[src/rtl/seven_segment_scan_scheduler_if.sv]
// Write port of the seven-segment scan scheduler: BCD digit codes plus decimal points, valid/ready.
// The master is the number producer; the slave is the scheduler, which holds off writes while one is pending.
interface seven_segment_scan_scheduler_if #(
  parameter int N_DIGITS = 3
) ();
  logic                  wr_valid;
  logic                  wr_ready;
  logic [4*N_DIGITS-1:0] wr_value;
  logic [N_DIGITS-1:0]   wr_dp;

  modport master (
    output wr_valid,
    output wr_value,
    output wr_dp,
    input  wr_ready
  );

  modport slave (
    input  wr_valid,
    input  wr_value,
    input  wr_dp,
    output wr_ready
  );
endinterface

[src/rtl/seven_segment_scan_scheduler.sv]
// Time-multiplexed seven-segment scan: one digit lit per slot after a blanking gap; registered outputs.
// Writes land in a shadow register (wr_ready low while pending) and are committed only at the frame wrap.
module seven_segment_scan_scheduler #(
  parameter int N_DIGITS     = 3,
  parameter int DIGIT_CYCLES = 100000,
  parameter int BLANK_CYCLES = 1000
) (
  input  logic                          clk,
  input  logic                          rst_n,
  seven_segment_scan_scheduler_if.slave wr,
  output logic [N_DIGITS-1:0]           dig_en_o,
  output logic [7:0]                    seg_o,
  output logic                          slot_tick_o,
  output logic                          frame_tick_o
);

  localparam int CW = (DIGIT_CYCLES > 1) ? $clog2(DIGIT_CYCLES) : 1;
  localparam int IW = $clog2(N_DIGITS);
  localparam logic [CW-1:0] CNT_LAST = CW'(DIGIT_CYCLES - 1);
  localparam logic [CW-1:0] CNT_SHOW = CW'(BLANK_CYCLES);
  localparam logic [IW-1:0] IDX_LAST = IW'(N_DIGITS - 1);

  typedef enum logic {
    BLANK = 1'b0,
    SHOW  = 1'b1
  } phase_e;

  function automatic logic [6:0] decode(input logic [3:0] code);
    logic [6:0] s;
    case (code)
      4'd0:    s = 7'b0000001;
      4'd1:    s = 7'b1001111;
      4'd2:    s = 7'b0010010;
      4'd3:    s = 7'b0000110;
      4'd4:    s = 7'b1001100;
      4'd5:    s = 7'b0100100;
      4'd6:    s = 7'b0100000;
      4'd7:    s = 7'b0001111;
      4'd8:    s = 7'b0000000;
      4'd9:    s = 7'b0000100;
      default: s = 7'b1111111;
    endcase
    return s;
  endfunction

  logic [CW-1:0]         cnt_q, cnt_d;
  logic [IW-1:0]         idx_q, idx_d;
  phase_e                phase_q, phase_d;
  logic [4*N_DIGITS-1:0] active_val_q, shadow_val_q;
  logic [N_DIGITS-1:0]   active_dp_q, shadow_dp_q;
  logic                  pending_q;
  logic [N_DIGITS-1:0]   dig_en_q;
  logic [7:0]            seg_q;
  logic                  slot_tick_q, frame_tick_q;

  logic                  cnt_last, frame_wrap, accept;
  logic [N_DIGITS-1:0]   en_d;
  logic [3:0]            digit_d;
  logic                  dp_d;

  // Everything registered below is driven from next-state values, so outputs line up with cnt/idx of their cycle.
  always_comb begin
    cnt_last   = (cnt_q == CNT_LAST);
    frame_wrap = cnt_last && (idx_q == IDX_LAST);
    accept     = wr.wr_valid && !pending_q;
    cnt_d      = cnt_last ? '0 : cnt_q + CW'(1);
    idx_d      = idx_q;
    if (cnt_last) begin
      idx_d = (idx_q == IDX_LAST) ? '0 : idx_q + IW'(1);
    end
    phase_d = phase_q;
    case (phase_q)
      BLANK:   if (cnt_d == CNT_SHOW) phase_d = SHOW;
      SHOW:    if (cnt_last) phase_d = BLANK;
      default: phase_d = BLANK;
    endcase
    en_d    = '0;
    digit_d = 4'hF;
    dp_d    = 1'b0;
    for (int i = 0; i < N_DIGITS; i++) begin
      if (idx_d == IW'(i)) begin
        en_d[i] = 1'b1;
        digit_d = active_val_q[4*i +: 4];
        dp_d    = active_dp_q[i];
      end
    end
  end

  always_ff @(posedge clk or negedge rst_n) begin
    if (!rst_n) begin
      cnt_q        <= '0;
      idx_q        <= '0;
      phase_q      <= BLANK;
      active_val_q <= '1;
      active_dp_q  <= '0;
      shadow_val_q <= '1;
      shadow_dp_q  <= '0;
      pending_q    <= 1'b0;
      dig_en_q     <= '0;
      seg_q        <= 8'hFF;
      slot_tick_q  <= 1'b0;
      frame_tick_q <= 1'b0;
    end else begin
      cnt_q   <= cnt_d;
      idx_q   <= idx_d;
      phase_q <= phase_d;
      if (accept) begin
        shadow_val_q <= wr.wr_value;
        shadow_dp_q  <= wr.wr_dp;
        pending_q    <= 1'b1;
      end
      // A write accepted on the wrap edge sees pending_q=0 here, so it waits for the next wrap.
      if (frame_wrap && pending_q) begin
        active_val_q <= shadow_val_q;
        active_dp_q  <= shadow_dp_q;
        pending_q    <= 1'b0;
      end
      slot_tick_q  <= cnt_last;
      frame_tick_q <= frame_wrap;
      dig_en_q     <= (phase_d == SHOW) ? en_d : '0;
      seg_q        <= (phase_d == SHOW) ? {decode(digit_d), ~dp_d} : 8'hFF;
    end
  end

  assign wr.wr_ready   = ~pending_q;
  assign dig_en_o      = dig_en_q;
  assign seg_o         = seg_q;
  assign slot_tick_o   = slot_tick_q;
  assign frame_tick_o  = frame_tick_q;

endmodule
[src/flat_wrapper.sv]
// flat-port wrapper written by rule: the top's interface ports become plain ports
module seven_segment_scan_scheduler_flat 
#(
  parameter int N_DIGITS     = 3,
  parameter int DIGIT_CYCLES = 100000,
  parameter int BLANK_CYCLES = 1000
)
  (clk, rst_n, dig_en_o, seg_o, slot_tick_o, frame_tick_o, wr_wr_valid, wr_wr_value, wr_wr_dp, wr_wr_ready);
  seven_segment_scan_scheduler_if #(.N_DIGITS(N_DIGITS)) wr_i ();
  input  logic clk;
  input  logic rst_n;
  output logic [N_DIGITS-1:0] dig_en_o;
  output logic [7:0] seg_o;
  output logic slot_tick_o;
  output logic frame_tick_o;
  input wire logic [$bits(wr_i.wr_valid)-1:0] wr_wr_valid;
  input wire logic [$bits(wr_i.wr_value)-1:0] wr_wr_value;
  input wire logic [$bits(wr_i.wr_dp)-1:0] wr_wr_dp;
  output wire logic [$bits(wr_i.wr_ready)-1:0] wr_wr_ready;
  assign wr_i.wr_valid = wr_wr_valid;
  assign wr_i.wr_value = wr_wr_value;
  assign wr_i.wr_dp = wr_wr_dp;
  assign wr_wr_ready = wr_i.wr_ready;
  seven_segment_scan_scheduler #(.N_DIGITS(N_DIGITS), .DIGIT_CYCLES(DIGIT_CYCLES), .BLANK_CYCLES(BLANK_CYCLES)) u_core (.clk(clk), .rst_n(rst_n), .wr(wr_i), .dig_en_o(dig_en_o), .seg_o(seg_o), .slot_tick_o(slot_tick_o), .frame_tick_o(frame_tick_o));
endmodule
[config.mk]
export PLATFORM = sky130hd
export DESIGN_NAME = seven_segment_scan_scheduler_flat
export DESIGN_NICKNAME = d
export VERILOG_FILES = /design/src/rtl/seven_segment_scan_scheduler_if.sv /design/src/rtl/seven_segment_scan_scheduler.sv /design/src/flat_wrapper.sv
export SDC_FILE = /design/constraint.sdc
export NUM_CORES = 1
export LEC_CHECK = 0
export ABC_AREA = 1
export CORE_ASPECT_RATIO = 0.6
export CORE_MARGIN = 4
export CORE_UTILIZATION = 40
export CTS_BUF_LIST = sky130_fd_sc_hd__clkbuf_8
export DETAILED_ROUTE_END_ITERATION = 10
export GPL_TIMING_DRIVEN = 0
export PLACE_DENSITY_LB_ADDON = 0.08
export SLEW_MARGIN = 40
export SYNTH_ARGS = -nofsm -noshare
export SYNTH_HDL_FRONTEND = slang
export SYNTH_SLANG_ARGS = --single-unit
[constraint.sdc]
create_clock -name clk -period 5.3 [get_ports clk]
set_input_delay 0.795 -clock clk [delete_from_list [all_inputs] [get_ports clk]]
set_output_delay 0.795 -clock clk [all_outputs]
set_load 0.01 [all_outputs]
# [After elaboration in Yosys (flattened, before gate mapping)]
# Memories as Yosys holds them, arrays and structs flattened.
# Index checks and enable logic that the tools add are counted.
[op_classes] muxes=19 n_addsub=2 bitwise_logic=3 eq_ne=5 n_reduce_logical=6
[ops] operator="17-bit by 1-bit adder with 17-bit output, second input constant" n=1
[ops] operator="17-bit by 10-bit equality test with 1-bit output, second input constant" n=1
[ops] operator="17-bit equality test, second input constant" n=1
[ops] operator="17-bit two-way mux" n=1
[ops] operator="4-bit two-way mux" n=3
[ops] operator="1-bit two-way mux" n=10
[ops] operator="8-bit two-way mux" n=1
[ops] operator="2-bit equality test, second input constant" n=2
[ops] operator="2-bit two-way mux" n=2
[ops] operator="1-bit logical AND" n=3
[ops] operator="3-bit two-way mux" n=1
[ops] operator="1-bit NOT" n=3
[ops] operator="2-bit by 1-bit adder with 2-bit output, second input constant" n=1
[ops] operator="2-bit by 1-bit equality test with 1-bit output, second input constant" n=1
[ops] operator="2-bit logical NOT" n=1
[ops] operator="1-bit one-hot mux with 2 select lines" n=1
[ops] operator="2-bit nonzero test" n=1
[ops] operator="1-bit logical NOT" n=1
[word_totals] register_bits=64 romBits=112 output_inout_bits=14 mem_count=1 word_cells=48
[mem_list] name="(name not given)" words=16 word_bits=7 read_ports=1 rd_ports_with_merged_regs=0 write_ports=0 line_no="seven_segment_scan_scheduler.sv:30" rtl="case (code)"

# [Depth between registers and ports, before layout]
[logic_depth] depth_word=9 depth_mapped=17 depth_no_buf=17

# [Worst setup path after synthesis]
# Ideal clock, no wire load.
[synth_path] path_type="flip-flop to flip-flop" startpoint="reg u_core.cnt_q[0]" endpoint="reg u_core.seg_q[4], in the netlist u_core.seg_o[4]" stages_incl_launch_ff=17 slack_ns=2.953 arrival_ns=2.257 synth_period_minus_slack_ns=2.347 path_cell_list="dfrtp_1 -> ha_1 -> nand2_1 -> nor2_4 -> nand3_1 -> nand2_1 -> nand2_1 -> buf_2 -> nand3_1 -> nand2_1 -> nor2_1 -> inv_1 -> ha_1 -> inv_1 -> nand4_1 -> nand3_1 -> nand3_1"
[synth_via] elab_chain_cells=8
[synth_rtl] element="start: declaration" line_no="seven_segment_scan_scheduler.sv:46" rtl="logic [CW-1:0] cnt_q, cnt_d;"
[synth_rtl] element="start signal: assignment" line_no="seven_segment_scan_scheduler.sv:104" rtl="cnt_q <= cnt_d;"
[synth_rtl] element="branches (longest 7 deep; another with 17-bit by 1-bit adder with 17-bit output)"
[synth_rtl] element="8-bit two-way mux (*)" line_no="seven_segment_scan_scheduler.sv:121" rtl="seg_q <= (phase_d == SHOW) ? {decode(digit_d), ~dp_d} : 8'hFF;"
[synth_rtl] element="end signal: assignment" line_no="seven_segment_scan_scheduler.sv:121"
[synth_rtl] element="end: declaration" line_no="seven_segment_scan_scheduler.sv:53" rtl="logic [7:0] seg_q;"
# Mark *: on every way between the ends.
# A chain may end at the register's enable or synchronous reset.

# [Worst setup path after layout]
[layout_path] startpoint="reg u_core.cnt_q[0]" endpoint="reg u_core.seg_q[7], in the netlist u_core.seg_o[7]"
[layout_via] elab_chain_cells=8
[layout_rtl] element="17-bit equality test (*)" line_no="seven_segment_scan_scheduler.sv:63" rtl="cnt_last = (cnt_q == CNT_LAST);"
[layout_rtl] element="2-bit two-way mux (*)" line_no="seven_segment_scan_scheduler.sv:68" rtl="if (cnt_last) begin"
[layout_rtl] element="named net u_core.idx_d[1]" line_no="seven_segment_scan_scheduler.sv:47" rtl="logic [IW-1:0] idx_q, idx_d;"
[layout_rtl] element="2-bit logical NOT" line_no="seven_segment_scan_scheduler.sv:81" rtl="if (idx_d == IW'(i)) begin"
[layout_rtl] element="4-bit two-way mux (2 in series)" line_no="seven_segment_scan_scheduler.sv:81"
[layout_rtl] element="4-bit two-way mux (*)" line_no="seven_segment_scan_scheduler.sv:81"
[layout_rtl] element="memory 16 x 7 bit (*)"
[layout_rtl] element="8-bit two-way mux (*)" line_no="seven_segment_scan_scheduler.sv:121"
# The timed path passes the listed nets; every way through them passes the cells marked *.

==> key figures <==
Run status
  • Status: finished clean

Setup path
  • CP top delay family: simple AND/OR/NAND/NOR gates
  • CP Class: reg2reg
  • CP Data Required Time: 5540 ps
  • FF-to-FF path depth: 15
  • CP Buf/Inv Count: 2
  • Crit-path slowest cell: dfrtp_1
  • Worst path max stage delay: 400 ps
  • Reg2reg start: u_core.cnt_q[0]$_DFF_PN0_
  • Crit end category: register
  • FF-to-FF setup slack: around 2400 ps
  • Arr. time, crit path: 3110 ps
  • Critical path's most frequent cell: nand2_1
  • CP Launch Type: register
  • Cell Chain, Critical Path: ha_1 -> nand2_1 -> nor2_4 -> nand3_2 -> nand2_1 -> nand2_1 -> nand3_1 -> nand2_1 -> nor2_1 -> inv_1 -> ha_1 -> inv_1 -> nand4_1 -> nand3_1 -> nand3_1
  • Reg2reg end: u_core.seg_o[7]$_DFF_PN1_
  • Max FO, Critical Path: 8

GRT
  • Vias in the first global route: 2331
  • First-pass GRT wire length: 11.9 mm
  • GR peak layer: met1
  • Largest net degree at the start of global routing: 36
  • Total track usage: 0.153
  • Initial antenna violation count: 0
  • GR Util met1: 0.248
  • Total grt overflow: 0
  • Met3 GRT Util: 0.0517
  • Met2 Track Usage GR: 0.186

Yosys
  • Synth top area share: 0.255
  • FF+latch count, synth: 64
  • Largest area contributor in the synthesized netlist: dfstp_2
  • Post-synth net total: 411
  • Area contributors post-synth: dfstp_2, dfrtp_1, nand2_1, nand3_1, inv_1
  • Synth unique cells: 31
  • Synth warn: 0
  • Mean Syn Cell Area: between 8 and 9 sq um
  • Mapped cell area: about 0.0033 sq mm
  • Post-Syn Instances: between 300 and 400
  • Sequential fraction of the synthesis area: 0.498

STA
  • Max Slew Vio Count: 0
  • Final hold violations: 0
  • Setup violators final: 0
  • Hold Slack: between 400 and 500 ps
  • Max Freq: 0.349 GHz
  • RSZ-0062 raised after global routing: no
  • Fin crit period: 2860 ps
  • Final Cycle Share: 0.540
  • Worst setup margin: 2440 ps
  • Worst Clk Skew: ~12 ps
  • Max_slew headroom: 0.676
  • Final setup TNS: 0 ps
  • Tightest Pin Transition: 485 ps

Clock network
  • Post-CTS setup buffers: 0
  • Clock Sinks: 64
  • CTS tree: done
  • Root Driver: clkbuf_8
  • Max Root-Sink Buffers: 2
  • CTS buffer count: 9
  • Reg clk slew, reported paths: 70 ps
  • Clk Latency, worst-skew pair: 340 ps
  • CTS H-Tree Depth: 3
  • Post-CTS Resized: 0
  • Post-CTS Hold Fix Bufs: 0

Final layout
  • Finished Core Util: 0.497
  • Synth-to-Final Area Change: 19.8%
  • Area of the multi-input gates: 0.00141 sq mm
  • N_diodes: 0
  • Share of cells above drive strength 1: 0.219
  • Fillers: 787
  • Nets: between 400 and 500
  • Register area: around 0.0016 sq mm

Floorplanning
  • Initial core utilization: 0.415
  • Die Width: roughly 130 um
  • Die ar.: approximately 0.0098 sq mm
  • Row count: 25
  • I/O pin cnt: 32
  • Die H: 78.3 um
  • Core area: 0.00795 sq mm

Drt
  • First DRT Iteration DRCs: 155
  • Via count: around 2500
  • Vias per cell: 4.54
  • Post-DR wirelength/cell: roughly 13 um
  • Antenna viol nets, final: 0
  • First drt pass iteration count: 4
  • Final WL: 6.94 mm
  • DRC viols: 0

Pwr
  • Total power: about 940 uW
  • Maximum VDD drop: 166 uV
  • Pwr dens: 239 mW/mm^2
  • Leak: 1.87 nW

Placed design
  • Port bufs: 31
  • DPL Wire Length: 5.35 mm
  • GPL Wtd Cong: 0.874
  • Dpl ws: approximately 2500 ps

Min path
  • Min-Delay Path Class: in2async

Flow run
  • Max-Cap Viols: 0
-- kinds of logic (layout without fill, tap and decap cells) --
family                   count (synthesis)  after routing  share of synthesized area
XOR/XNOR                                 6              6                     0.0159
multiplexers                            10             10                     0.0342
buffers and inverters                   66            114                     0.0755
flip-flops                              64             64                      0.498
adder cells (fa/ha/maj)                  7              7                     0.0266
AO/OA/AOI/OAI                           28             28                     0.0512
AND/OR/NAND/NOR                        205            205                      0.299
-- cell usage in the layout, fill, tap and decap left out, types with 2 or more instances in the layout --
master           count
a21oi_1             10
a31oi_1              2
clkbuf_1             4
clkbuf_8            13
clkdlybuf4s50_1     30
dfrtp_1             32
dfstp_2             32
ha_1                 7
inv_1               55
inv_2                8
mux2_2              10
nand2_1             78
nand2_2              6
nand2_4              3
nand3_1             41
nand3_2              5
nand3b_1             2
nand4_1              6
nor2_1              50
nor2_2               6
nor2_4               3
nor3_1               2
o21ai_0              9
o21ai_1              4
xor2_1               6
-- state kept, by name, summed over array words and instances, names as in the netlist --
| signal | cells |
|---|---|
| u_core.slot_tick_o | 1 |
| u_core.pending_q | 1 |
| u_core.idx_q | 2 |
| u_core.phase_q | 1 |
| u_core.active_dp_q | 3 |
| u_core.frame_tick_o | 1 |
| u_core.seg_o | 8 |
| u_core.active_val_q | 12 |
| u_core.dig_en_o | 3 |
| u_core.shadow_val_q | 12 |
| u_core.cnt_q | 17 |
| u_core.shadow_dp_q | 3 |
-- metal layers --
| layer | part of all wire | up-vias |
|---|---|---|
| met4 | 0.0058 | 0 |
| met3 | 0.053 | 5 |
| met2 | 0.35 | 45 |
| li1 | - | 1300 |
| met5 | 0 | - |
| met1 | 0.59 | 1109 |
-- through the flow --
step / cells / area (sq um)
floorplan: 386 / 3300
global placement: 525 / 3740
detailed placement: 526 / 3760
CTS: 542 / 3950
global route: 542 / 3950
finish: 542 / 3950
-- power by group --
| group | switching, mW | internal (mW) | leakage [nW] |
|---|---|---|---|
| clock network | 0.173 | 0.216 | 0.109 |
| logic | 0.0189 | 0.0193 | 1.00 |
| registers | 0.00430 | 0.510 | 0.753 |
| total | 0.197 | 0.746 | 1.87 |
-- layout make-up --
type	instances	area share
plain buffers	5	0.00507
clock buffers	13	0.0453
clock inverters	3	0.00285
inverters	61	0.0580
multi-input cells	256	0.356
flip-flops and latches	64	0.416
well taps	108	0.0342
repair buffers	32	0.0830
-- cells in the mapped netlist (all sizes together) --
library cell,number
inv,60
nand3,47
clkbuf,4
ha,7
nand2,87
dfrtp,32
nand4,6
mux2,10
nand3b,2
a21oi,12
xor2,6
o21ai,14
buf,1
dfstp,32
a31oi,2
nor2,59
clkinv,1
nor3,4
-- how the worst max path moves through the flow --
| stage | start | end | slack [ps] | cells after the start |
|---|---|---|---|---|
| after detailed placement | u_core.cnt_q[0]$_DFF_PN0_ | u_core.seg_o[7]$_DFF_PN1_ | 2450 | 15 |
| final | u_core.cnt_q[0]$_DFF_PN0_ | u_core.seg_o[7]$_DFF_PN1_ | 2440 | 15 |
| after global routing | u_core.cnt_q[0]$_DFF_PN0_ | u_core.seg_o[7]$_DFF_PN1_ | 2100 | 15 |
| after floorplan | u_core.cnt_q[0]$_DFF_PN0_ | u_core.seg_o[4]$_DFF_PN1_ | 2950 | 16 |
| after CTS | u_core.cnt_q[0]$_DFF_PN0_ | u_core.seg_o[7]$_DFF_PN1_ | 2430 | 15 |
| after global placement | rst_n | u_core.dig_en_o[1]$_DFF_PN0_ | 1320 | 1 |
Note: power is estimated with default switching activity, not from simulation.
